**src/rtl/cache_pkg.sv**
```systemverilog
// Shared definitions for the cache tag array: entry field layout, derived widths
// and the controller state encoding.
package cache_pkg;

  localparam int ADDR_WIDTH = 9;
  localparam int TAG_WIDTH  = 17;
  localparam int WAY_WIDTH  = TAG_WIDTH + 2;
  localparam int DATA_WIDTH = 2 * WAY_WIDTH;
  localparam int NUM_SETS   = 1 << ADDR_WIDTH;

  // Per-way entry layout: {valid, dirty, tag}
  localparam int VALID_BIT = WAY_WIDTH - 1;
  localparam int DIRTY_BIT = WAY_WIDTH - 2;

  typedef enum logic {
    FLUSH = 1'b0,
    IDLE  = 1'b1
  } ctrl_state_e;

endpackage

```
**src/rtl/cache_tag_cmp.sv**
```systemverilog
// Combinational 2-way valid/tag compare; way0 wins when both ways hit.
module cache_tag_cmp
  import cache_pkg::*;
(
  input  logic [DATA_WIDTH-1:0] entry,
  input  logic [TAG_WIDTH-1:0]  tag,
  output logic                  hit,
  output logic                  way,
  output logic                  dirty
);

  logic [WAY_WIDTH-1:0] way0;
  logic [WAY_WIDTH-1:0] way1;
  logic                 hit0;
  logic                 hit1;

  always_comb begin
    way0  = entry[WAY_WIDTH-1:0];
    way1  = entry[DATA_WIDTH-1:WAY_WIDTH];
    hit0  = way0[VALID_BIT] && (way0[TAG_WIDTH-1:0] == tag);
    hit1  = way1[VALID_BIT] && (way1[TAG_WIDTH-1:0] == tag);
    hit   = hit0 || hit1;
    way   = !hit0 && hit1;
    dirty = hit0 ? way0[DIRTY_BIT] : (hit1 ? way1[DIRTY_BIT] : 1'b0);
  end

endmodule

```
**src/rtl/cache_tagarray_ctrl.sv**
```systemverilog
// Tag array SRAM sequencer: invalidate-all sweep, lookup/update arbitration and
// registered-read hit response.
module cache_tagarray_ctrl
  import cache_pkg::*;
(
  input  logic                  clock,
  input  logic                  reset_n,
  input  logic                  flush_req,
  output logic                  flush_busy,
  input  logic                  lkp_valid,
  output logic                  lkp_ready,
  input  logic [ADDR_WIDTH-1:0] lkp_set,
  input  logic [TAG_WIDTH-1:0]  lkp_tag,
  output logic                  rsp_valid,
  output logic                  rsp_hit,
  output logic                  rsp_way,
  output logic                  rsp_dirty,
  output logic [DATA_WIDTH-1:0] rsp_entry,
  input  logic                  upd_valid,
  output logic                  upd_ready,
  input  logic [ADDR_WIDTH-1:0] upd_set,
  input  logic                  upd_way,
  input  logic [WAY_WIDTH-1:0]  upd_entry,
  output logic                  sram_ce,
  output logic                  sram_we,
  output logic [ADDR_WIDTH-1:0] sram_waddr,
  output logic [ADDR_WIDTH-1:0] sram_raddr,
  output logic [DATA_WIDTH-1:0] sram_din,
  output logic [DATA_WIDTH-1:0] sram_wmask,
  input  logic [DATA_WIDTH-1:0] sram_dout
);

  ctrl_state_e           state_q, state_d;
  logic [ADDR_WIDTH-1:0] cnt_q, cnt_d;
  logic                  rsp_pend_q, rsp_pend_d;
  logic [TAG_WIDTH-1:0]  tag_q, tag_d;

  logic cmp_hit;
  logic cmp_way;
  logic cmp_dirty;

  always_ff @(posedge clock) begin
    if (!reset_n) begin
      state_q    <= FLUSH;
      cnt_q      <= '0;
      rsp_pend_q <= 1'b0;
      tag_q      <= '0;
    end else begin
      state_q    <= state_d;
      cnt_q      <= cnt_d;
      rsp_pend_q <= rsp_pend_d;
      tag_q      <= tag_d;
    end
  end

  // SRAM strobes are held off while reset is asserted even though the state is FLUSH
  always_comb begin
    state_d    = state_q;
    cnt_d      = cnt_q;
    rsp_pend_d = 1'b0;
    tag_d      = tag_q;
    flush_busy = 1'b0;
    lkp_ready  = 1'b0;
    upd_ready  = 1'b0;
    sram_ce    = 1'b0;
    sram_we    = 1'b0;
    sram_waddr = upd_set;
    sram_raddr = lkp_set;
    sram_din   = '0;
    sram_wmask = '0;
    case (state_q)
      FLUSH: begin
        flush_busy = 1'b1;
        sram_ce    = reset_n;
        sram_we    = reset_n;
        sram_waddr = cnt_q;
        sram_wmask = '1;
        cnt_d      = cnt_q + ADDR_WIDTH'(1);
        if (cnt_q == '1) begin
          state_d = IDLE;
        end
      end
      IDLE: begin
        upd_ready = 1'b1;
        lkp_ready = !(upd_valid && (upd_set == lkp_set));
        if (upd_valid) begin
          sram_ce    = reset_n;
          sram_we    = reset_n;
          sram_din   = {upd_entry, upd_entry};
          sram_wmask = upd_way ? {{WAY_WIDTH{1'b1}}, {WAY_WIDTH{1'b0}}}
                               : {{WAY_WIDTH{1'b0}}, {WAY_WIDTH{1'b1}}};
        end
        if (lkp_valid && lkp_ready) begin
          sram_ce    = reset_n;
          rsp_pend_d = 1'b1;
          tag_d      = lkp_tag;
        end
        if (flush_req) begin
          state_d = FLUSH;
          cnt_d   = '0;
        end
      end
      default: state_d = FLUSH;
    endcase
  end

  cache_tag_cmp u_cmp (
    .entry (sram_dout),
    .tag   (tag_q),
    .hit   (cmp_hit),
    .way   (cmp_way),
    .dirty (cmp_dirty)
  );

  assign rsp_valid = rsp_pend_q;
  assign rsp_hit   = rsp_pend_q && cmp_hit;
  assign rsp_way   = rsp_pend_q && cmp_way;
  assign rsp_dirty = rsp_pend_q && cmp_dirty;
  assign rsp_entry = sram_dout;

endmodule

```
**config.mk**
```make
export PLATFORM = sky130hd
export DESIGN_NAME = cache_tagarray_ctrl
export DESIGN_NICKNAME = d
export VERILOG_FILES = /design/src/rtl/cache_pkg.sv /design/src/rtl/cache_tag_cmp.sv /design/src/rtl/cache_tagarray_ctrl.sv
export SDC_FILE = /design/constraint.sdc
export NUM_CORES = 1
export LEC_CHECK = 0
export ABC_AREA = 1
export ABC_CLOCK_PERIOD_IN_PS = 3600
export BUFFER_PORTS_ARGS = -buffer_cell sky130_fd_sc_hd__buf_2
export CAP_MARGIN = 10
export CELL_PAD_IN_SITES_DETAIL_PLACEMENT = 0
export CELL_PAD_IN_SITES_GLOBAL_PLACEMENT = 1
export CORE_UTILIZATION = 27
export CTS_CLUSTER_DIAMETER = 120
export DETAILED_ROUTE_END_ITERATION = 16
export GPL_TIMING_DRIVEN = 0
export PLACE_DENSITY_LB_ADDON = 0.2
export SYNTH_ARGS = -nofsm -noshare
export SYNTH_HDL_FRONTEND = slang
export SYNTH_SLANG_ARGS = --single-unit
```
**constraint.sdc**
```tcl
create_clock -name clock -period 3.6 [get_ports clock]
set_input_delay 0.36 -clock clock [delete_from_list [all_inputs] [get_ports clock]]
set_output_delay 0.36 -clock clock [all_outputs]
set_load 0.01 [all_outputs]
```
Word-level counts from Yosys, hierarchy flattened. Cells that the tools add are included.

Register bits after elaboration: 28. Input port bits: 98. Output and inout bits: 141. Logic and storage cells: 45.

Add/sub/neg operators: 1. Equality and inequality tests: 5. Multiplexer cells: 21. Bitwise gates (word level): 1. Reductions and logical operators: 13.

Operators with widths (count): $mux W38 (4); $pmux W38 S2 (1); $eq A17 B17 Y1 (2); $mux W9 (2); $pmux W9 S2 (1); $mux W1 (10); $add A9 B1 Y9 const B (1); $eq A9 B9 Y1 (1); $eq A9 B9 Y1 const B (1); $logic_and A1 B1 Y1 (8); $pmux W1 S2 (3); $reduce_and A2 Y1 (2); $logic_not A1 Y1 (2); $ne A2 B2 Y1 const B (1); $logic_or A1 B1 Y1 (1); $not A1 Y1 (1).

Depth between registers and ports, before layout. Gate-level depths: netlist of the first run.

Depth after elaboration: 6. Mapped depth: 12. Mapped depth without buffers: 11.

Modules after synthesis. Synthesis of the first run repeated with hierarchy kept, for this count alone.

Cells, all modules: 570. Area total of the unflattened synthesis: 3250.6 µm².

By module, submodules not included: cache_tagarray_ctrl (times used 1, cells each 431, area each 2638.8 µm², seq. area each 560.5 µm²); cache_tag_cmp (times used 1, cells each 139, area each 611.8 µm², seq. area each 0.0 µm²).

Worst setup path after synthesis of the first run. OpenSTA, ideal clock, no wires.

Kind: input-to-output. From: input port upd_valid. To: output port sram_wmask[10]. Arrival: 1879 ps. Data required time: 3240 ps. Slack: 1361 ps. Stages: 3. Buffers on the path: 1. Path through: inv_1 > o21ai_0 > buf_4.

Longest elaborated chain between the ends: 2.

RTL lines: start: declaration (line cache_tagarray_ctrl.sv:19) `input logic upd_valid,`; $mux W38 (line cache_tagarray_ctrl.sv:86) `if (upd_valid) begin`; $pmux W38 S2 (line cache_tagarray_ctrl.sv:71) `case (state_q)`; end: declaration (line cache_tagarray_ctrl.sv:29) `output logic [DATA_WIDTH-1:0] sram_wmask,`.

No other way between the ends.

Worst setup path after layout of the first run.
From: register state_q. To: output port sram_wmask[28].

Longest elaborated chain between the ends: 2.

RTL lines: start: declaration (line cache_tagarray_ctrl.sv:33) `ctrl_state_e state_q, state_d;`; start signal: assignment (line cache_tagarray_ctrl.sv:49) `state_q <= state_d;`; $not A1 Y1; $pmux W38 S2 (*) (line cache_tagarray_ctrl.sv:71).

Mark *: on every way between the ends. The rest lies on a longest branch, timed or not.

==> impl_metrics.toml, run 1 <==
[logic_synthesis]
ys_warn_count = 0
synth_cell_types = 29
synth.net_count = 647
seq_area_frac_synth = 0.1770
postSynthCellCount = 547
syn_area_per_cell_um2 = 5.789
netlist_area_um2 = 3167
synth_seq_cells = 28

[detailed_routing]
dr.pass1.iters = 4
wirelength_um = 9947
final_antenna_net_count = 0
wire_per_inst_um = 10.68
routed_via_density = 4.041
vias = 3762
drc_errors = 0
drt_iter0_markers = 85

[sta]
hold_slack_ns = 0.4204
finalHoldViolations = 0
rsz0062_at_grt = "no"
post-route-period-util = 0.7481
max_freq_ghz = 0.3713
finalSetupViolCount = 0
maxSlewViolCount = 0
worstMarginPinSlew_ns = 0.5509
period_minus_slack_ns = 2.693
slew_headroom = 0.6319
clock_skew_ns = 0.007218
fin_setup_tns_ns = 0

[floorplan]
die_h_um = 110.3
core-area_um2 = 11420
std_cell_rows = 39
dieArea_um2 = 12170
initial_core_util = 0.2773
die_x_um = 110.3
ios = 239

[power_and_ir_drop]
p_comb_frac = 0.274
leakage_nw = 2.825
max-vdd-ir-drop_mv = 0.1508
clkPwrFrac = 0.341
switching_power_mw = 0.2198
powerDensity_nw_per_um2 = 177.2
switching_share = 0.2683
power.share.sequential = 0.385
internal_power_mw = 0.5994

[placement]
dp_hpwl_um = 8678
routabilityCongestion = 0.7889
io_buffer_count = 236

[global_routing]
grt_use_met2 = 0.3066
overflow = 0
grtUsageTotal = 0.1567
grt_antenna_before_repair = 0
grt_start_max_net_pins = 20
grt_use_met3 = 0.02587
met1_usage = 0.1787
grt_first_pass_wirelength_um = 14840
grt_pass1_vias = 3282
globalRoute.busiestLayer = "met2"

[clock_network]
clock_path_buffers = 2
cts_buffers = 3
cts_tree = "done"
cts_hold_buf = 0
h-tree-depth = 1
cts_root_buffer = "clkbuf_16"
cts.clk_slew.worst_paths_ns = 0.07
cts_sinks = 28
cts_resized = 0
cts_setup_buffers = 0
insertion_delay_ns = 0.26

[final_layout]
synthToLayoutAreaGrowth_pct = 45.99
layout_commonest_cell = "buf_2"
antenna_cells = 0
final_layout_size_suffix_gt1_frac = 0.4492
layout.nets = 889
final_cell_mix = "buf_2, nand2_1, inv_1"

[worst_setup_path]
crit_arrival_ns = 2.33
worst_setup_path_end_kind = "output pin"
crit_path_start_kind = "flop"
worstPathMaxFanout = 19
cp_data_required_time_ns = 3.24
worstSetupPathType = "reg -> out"

[outcome]
outcome = "complete, no violations"

[job]
drv_cap = 0

[min_path]
hold_path.class = "in -> reg"
sequential cells by signal (all words and copies together), names as in the netlist:
register and flops:
tag_q 17, state_q 1, rsp_valid 1, cnt_q 9
critical path: stages, from the launching register on:
cell and delay (ns):
dfxtp_1 0.48, buf_2 0.28, clkbuf_1 0.44, nand2_1 0.47
buf_4 0.28, buf_2 0.13
cell usage after synthesis (all sizes together):
| cell | instances | area (µm²) |
|---|---|---|
| nand2 | 128 | 488.0 |
| inv | 110 | 412.9 |
| buf | 108 | 807.0 |
| nor2 | 69 | 266.5 |
| o21ai | 29 | 145.1 |
| dfxtp | 28 | 560.5 |
| nand4 | 20 | 125.1 |
| nand3 | 11 | 67.57 |
| xnor2 | 11 | 96.34 |
| a21oi | 10 | 50.05 |
| clkbuf | 7 | 26.28 |
| ha | 2 | 25.02 |
| nor3 | 2 | 10.01 |
| o211ai | 2 | 15.01 |
| o22ai | 2 | 12.51 |
| a211oi | 1 | 7.510 |
| a21boi | 1 | 7.510 |
| a221oi | 1 | 8.760 |
| a31oi | 1 | 6.260 |
| and2 | 1 | 6.260 |
| o31ai | 1 | 7.510 |
| or2 | 1 | 6.260 |
| xor2 | 1 | 8.760 |
power groups by stage:
stage / combinational [mW] / clock [mW] / sequential, mW
2_1_floorplan: 0.118 / 0 / 0.322
3_3_place_gp: 0.225 / 0 / 0.323
3_5_place_dp: 0.227 / 0 / 0.323
4_1_cts: 0.228 / 0.285 / 0.316
5_1_grt: 0.256 / 0.298 / 0.316
6_report: 0.225 / 0.279 / 0.315
area by class of cell:
| cell class | count | area, µm² |
|---|---|---|
| Timing Repair Buffer | 237 | 1189 |
| Multi-Input combinational cell | 294 | 1360 |
| Buffer | 115 | 833.3 |
| Sequential cell | 28 | 560.5 |
| Clock buffer | 4 | 88.84 |
| Tap cell | 143 | 178.9 |
| Inverter | 110 | 412.9 |
| Fill cell | 1254 | 6795 |
cell families (layout without fill, tap and decap cells):
| group | after synthesis | after routing | share of synthesized area |
|---|---|---|---|
| XOR/XNOR | 12 | 12 | 0.03319 |
| buffers and inverters | 225 | 466 | 0.3935 |
| AO/OA/AOI/OAI | 48 | 48 | 0.08218 |
| flip-flops | 28 | 28 | 0.1770 |
| adder cells (fa/ha/maj) | 2 | 2 | 0.007901 |
| AND/OR/NAND/NOR | 232 | 232 | 0.3062 |
path summary, 6_finish.rpt:
kind,startpoint,endpoint,slack (ns),cells past startpoint
worst min register to register,cnt_q[8],cnt_q[8],0.50,2
worst max register to register,state_q,tag_q[9],2.00,5
worst min-delay path,lkp_tag[16],tag_q[16],0.42,5
worst max-delay path,state_q,sram_wmask[28],0.91,5
metal layers:
layer	vias up	routed length, µm
met5	-	0
met4	0	66
met3	4	627
met2	126	5092
met1	1614	4160
li1	2018	-
metrics by stage:
stage | power [mW] | instances | worst slack [ns] | util | instance area [µm²]
3_5_place_dp | 0.5504 | 927 | 1.140 | 0.3971 | 4534
4_1_cts | 0.8287 | 931 | 0.8682 | 0.4049 | 4623
5_1_grt | 0.8697 | 931 | 0.7139 | 0.4049 | 4623
3_3_place_gp | 0.5483 | 926 | 0.8202 | 0.3965 | 4527
6_report | 0.8192 | 931 | 0.9067 | 0.4049 | 4623
2_1_floorplan | 0.4397 | 547 | 1.361 | - | 3167
No activity file was read; power rests on OpenSTA's default activity.
==> run 2: changes to the inputs <==
Settings changed: ABC_CLOCK_PERIOD_IN_PS 3600 to 2200, CORE_UTILIZATION 27 to 23.
Clock period 3.6 ns to 2.2 ns, I/O delays scaled along.
==> impl_metrics.toml, run 2 (synthesis gave the netlist of run 1 again) <==
[floorplan]
dieArea_um2 = 14240
die_x_um = 119.3
initial_core_util = 0.2373
die_h_um = 119.3
std_cell_rows = 42
ios = 239
core-area_um2 = 13350

[power_and_ir_drop]
clkPwrFrac = 0.382
p_comb_frac = 0.257
switching_power_mw = 0.3672
switching_share = 0.2564
powerDensity_nw_per_um2 = 305.5
internal_power_mw = 1.065
power.share.sequential = 0.360
leakage_nw = 2.835
max-vdd-ir-drop_mv = 0.2506
power_mw = 1.432

[final_layout]
layout.nets = 888
final_cell_mix = "buf_2, nand2_1, inv_1"
synthToLayoutAreaGrowth_pct = 48.04
largest_reg_flops = 17
top_regs = "tag_q (17), cnt_q (9)"
top_register = "tag_q"
layout_commonest_cell = "buf_2"
fin_area_um2 = 4688
fillers = 1528
final_layout_size_suffix_gt1_frac = 0.4536

[worst_setup_path]
worstPathMaxFanout = 18
max_stage_delay_ns = 0.46
crit_path_start_kind = "flop"
reg2regPathDepth = 6
cp_slowest_cell = "dfxtp_1"
crit_arrival_ns = 1.81
worstSetupPathType = "reg -> out"
path_cells = "buf_4 > clkbuf_2 > o21ai_1 > buf_4 > buf_4 > buf_2"
cp_common_cell = "buf_4"
worst_setup_path_end_kind = "output pin"
cp_data_required_time_ns = 1.98

[detailed_routing]
wirelength_um = 10120
drt_iter0_markers = 109
dr.pass1.iters = 4
wire_per_inst_um = 10.49
final_antenna_net_count = 0
routed_via_density = 3.886
drc_errors = 0
vias = 3746

[global_routing]
grt_first_pass_wirelength_um = 15620
grt_pass1_vias = 3393
grt_antenna_before_repair = 2
overflow = 0
grtUsageTotal = 0.1361
grt_start_max_net_pins = 20

[outcome]
outcome = "complete, no violations"

[sta]
slew_headroom = 0.6393
clock_skew_ns = 0.002943
maxSlewViolCount = 0
setup_slack_ns = 0.1725
post-route-period-util = 0.9216
worstMarginPinSlew_ns = 0.5410
max_freq_ghz = 0.4932
rsz0062_at_grt = "no"
finalHoldViolations = 0
finalSetupViolCount = 0
period_minus_slack_ns = 2.027

[clock_network]
cts.clk_slew.worst_paths_ns = 0.07
h-tree-depth = 1
insertion_delay_ns = 0.26
cts_sinks = 28
cts_root_buffer = "clkbuf_16"
cts_tree = "done"
clock_path_buffers = 2
cts_buffers = 3

[placement]
dpl_cell_area_um2 = 4576
pre_cts_ws_ns = 0.03653
routabilityCongestion = 0.7740
io_buffer_count = 236
dp_hpwl_um = 8917

[min_path]
hold_path.class = "in -> reg"
hold_depth = 5

[job]
drv_cap = 0
[run 2: worst paths after layout]
check	start	end	slack, ns
max	state_q	sram_wmask[9]	0.17
max reg2reg	cnt_q[0]	cnt_q[8]	0.72
min	lkp_tag[16]	tag_q[16]	0.28
min reg2reg	cnt_q[7]	cnt_q[7]	0.49
[run 2: final cells by class]
cell class,instances,area [µm²],share of cell area
Timing Repair Buffer,237,1189,0.2535
Inverter,110,412.9,0.08807
Tap cell,176,220.2,0.04697
Buffer,114,833.3,0.1777
Sequential cell,28,560.5,0.1196
Antenna cell,1,2.502,0.0005338
Clock buffer,3,75.07,0.01601
Clock inverter,1,30.03,0.006405
Multi-Input combinational cell,294,1365,0.2912
[run 2: metal layers]
layer | track usage | part of all wire | up-vias
met2 | 0.2569 | 0.50 | 138
met5 | 0 | 0.0012 | -
met3 | 0.02874 | 0.073 | 4
met1 | 0.1591 | 0.42 | 1584
met4 | 0.01875 | 0.0034 | 2
li1 | - | - | 2018
[run 2: critical path, delay by kind of cell, from the launching register on]
family	cells	cell delay, ns
compound gates	1	0.12
flops	1	0.46
buf+inv	5	0.96
[run 2: power by group through the flow]
| stage | sequential [mW] | combinational (mW) | clock (mW) |
|---|---|---|---|
| 2_1_floorplan | 0.527 | 0.193 | 0 |
| 3_3_place_gp | 0.528 | 0.371 | 0 |
| 3_5_place_dp | 0.528 | 0.374 | 0 |
| 4_1_cts | 0.516 | 0.376 | 0.562 |
| 5_1_grt | 0.518 | 0.413 | 0.582 |
| 6_report | 0.516 | 0.369 | 0.547 |
[run 2: what timing repair did]
item                       in CTS  in global routing
setup endpoints to repair      51                  4
gates resized for setup         4                  0
hold buffers                    0                  0
buffers inserted                0                  0
[run 2: through the flow]
| stage | setup TNS (ns) | cells | utilization | hold slack [ns] |
|---|---|---|---|---|
| floorplan | 0 | 547 | - | 0.4254 |
| global placement | -5.244 | 959 | 0.3422 | 0.4707 |
| detailed placement | 0 | 960 | 0.3428 | 0.4786 |
| CTS | 0 | 964 | 0.3513 | 0.2840 |
| global route | 0 | 963 | 0.3511 | 0.3056 |
| finish | 0 | 964 | 0.3512 | 0.2826 |
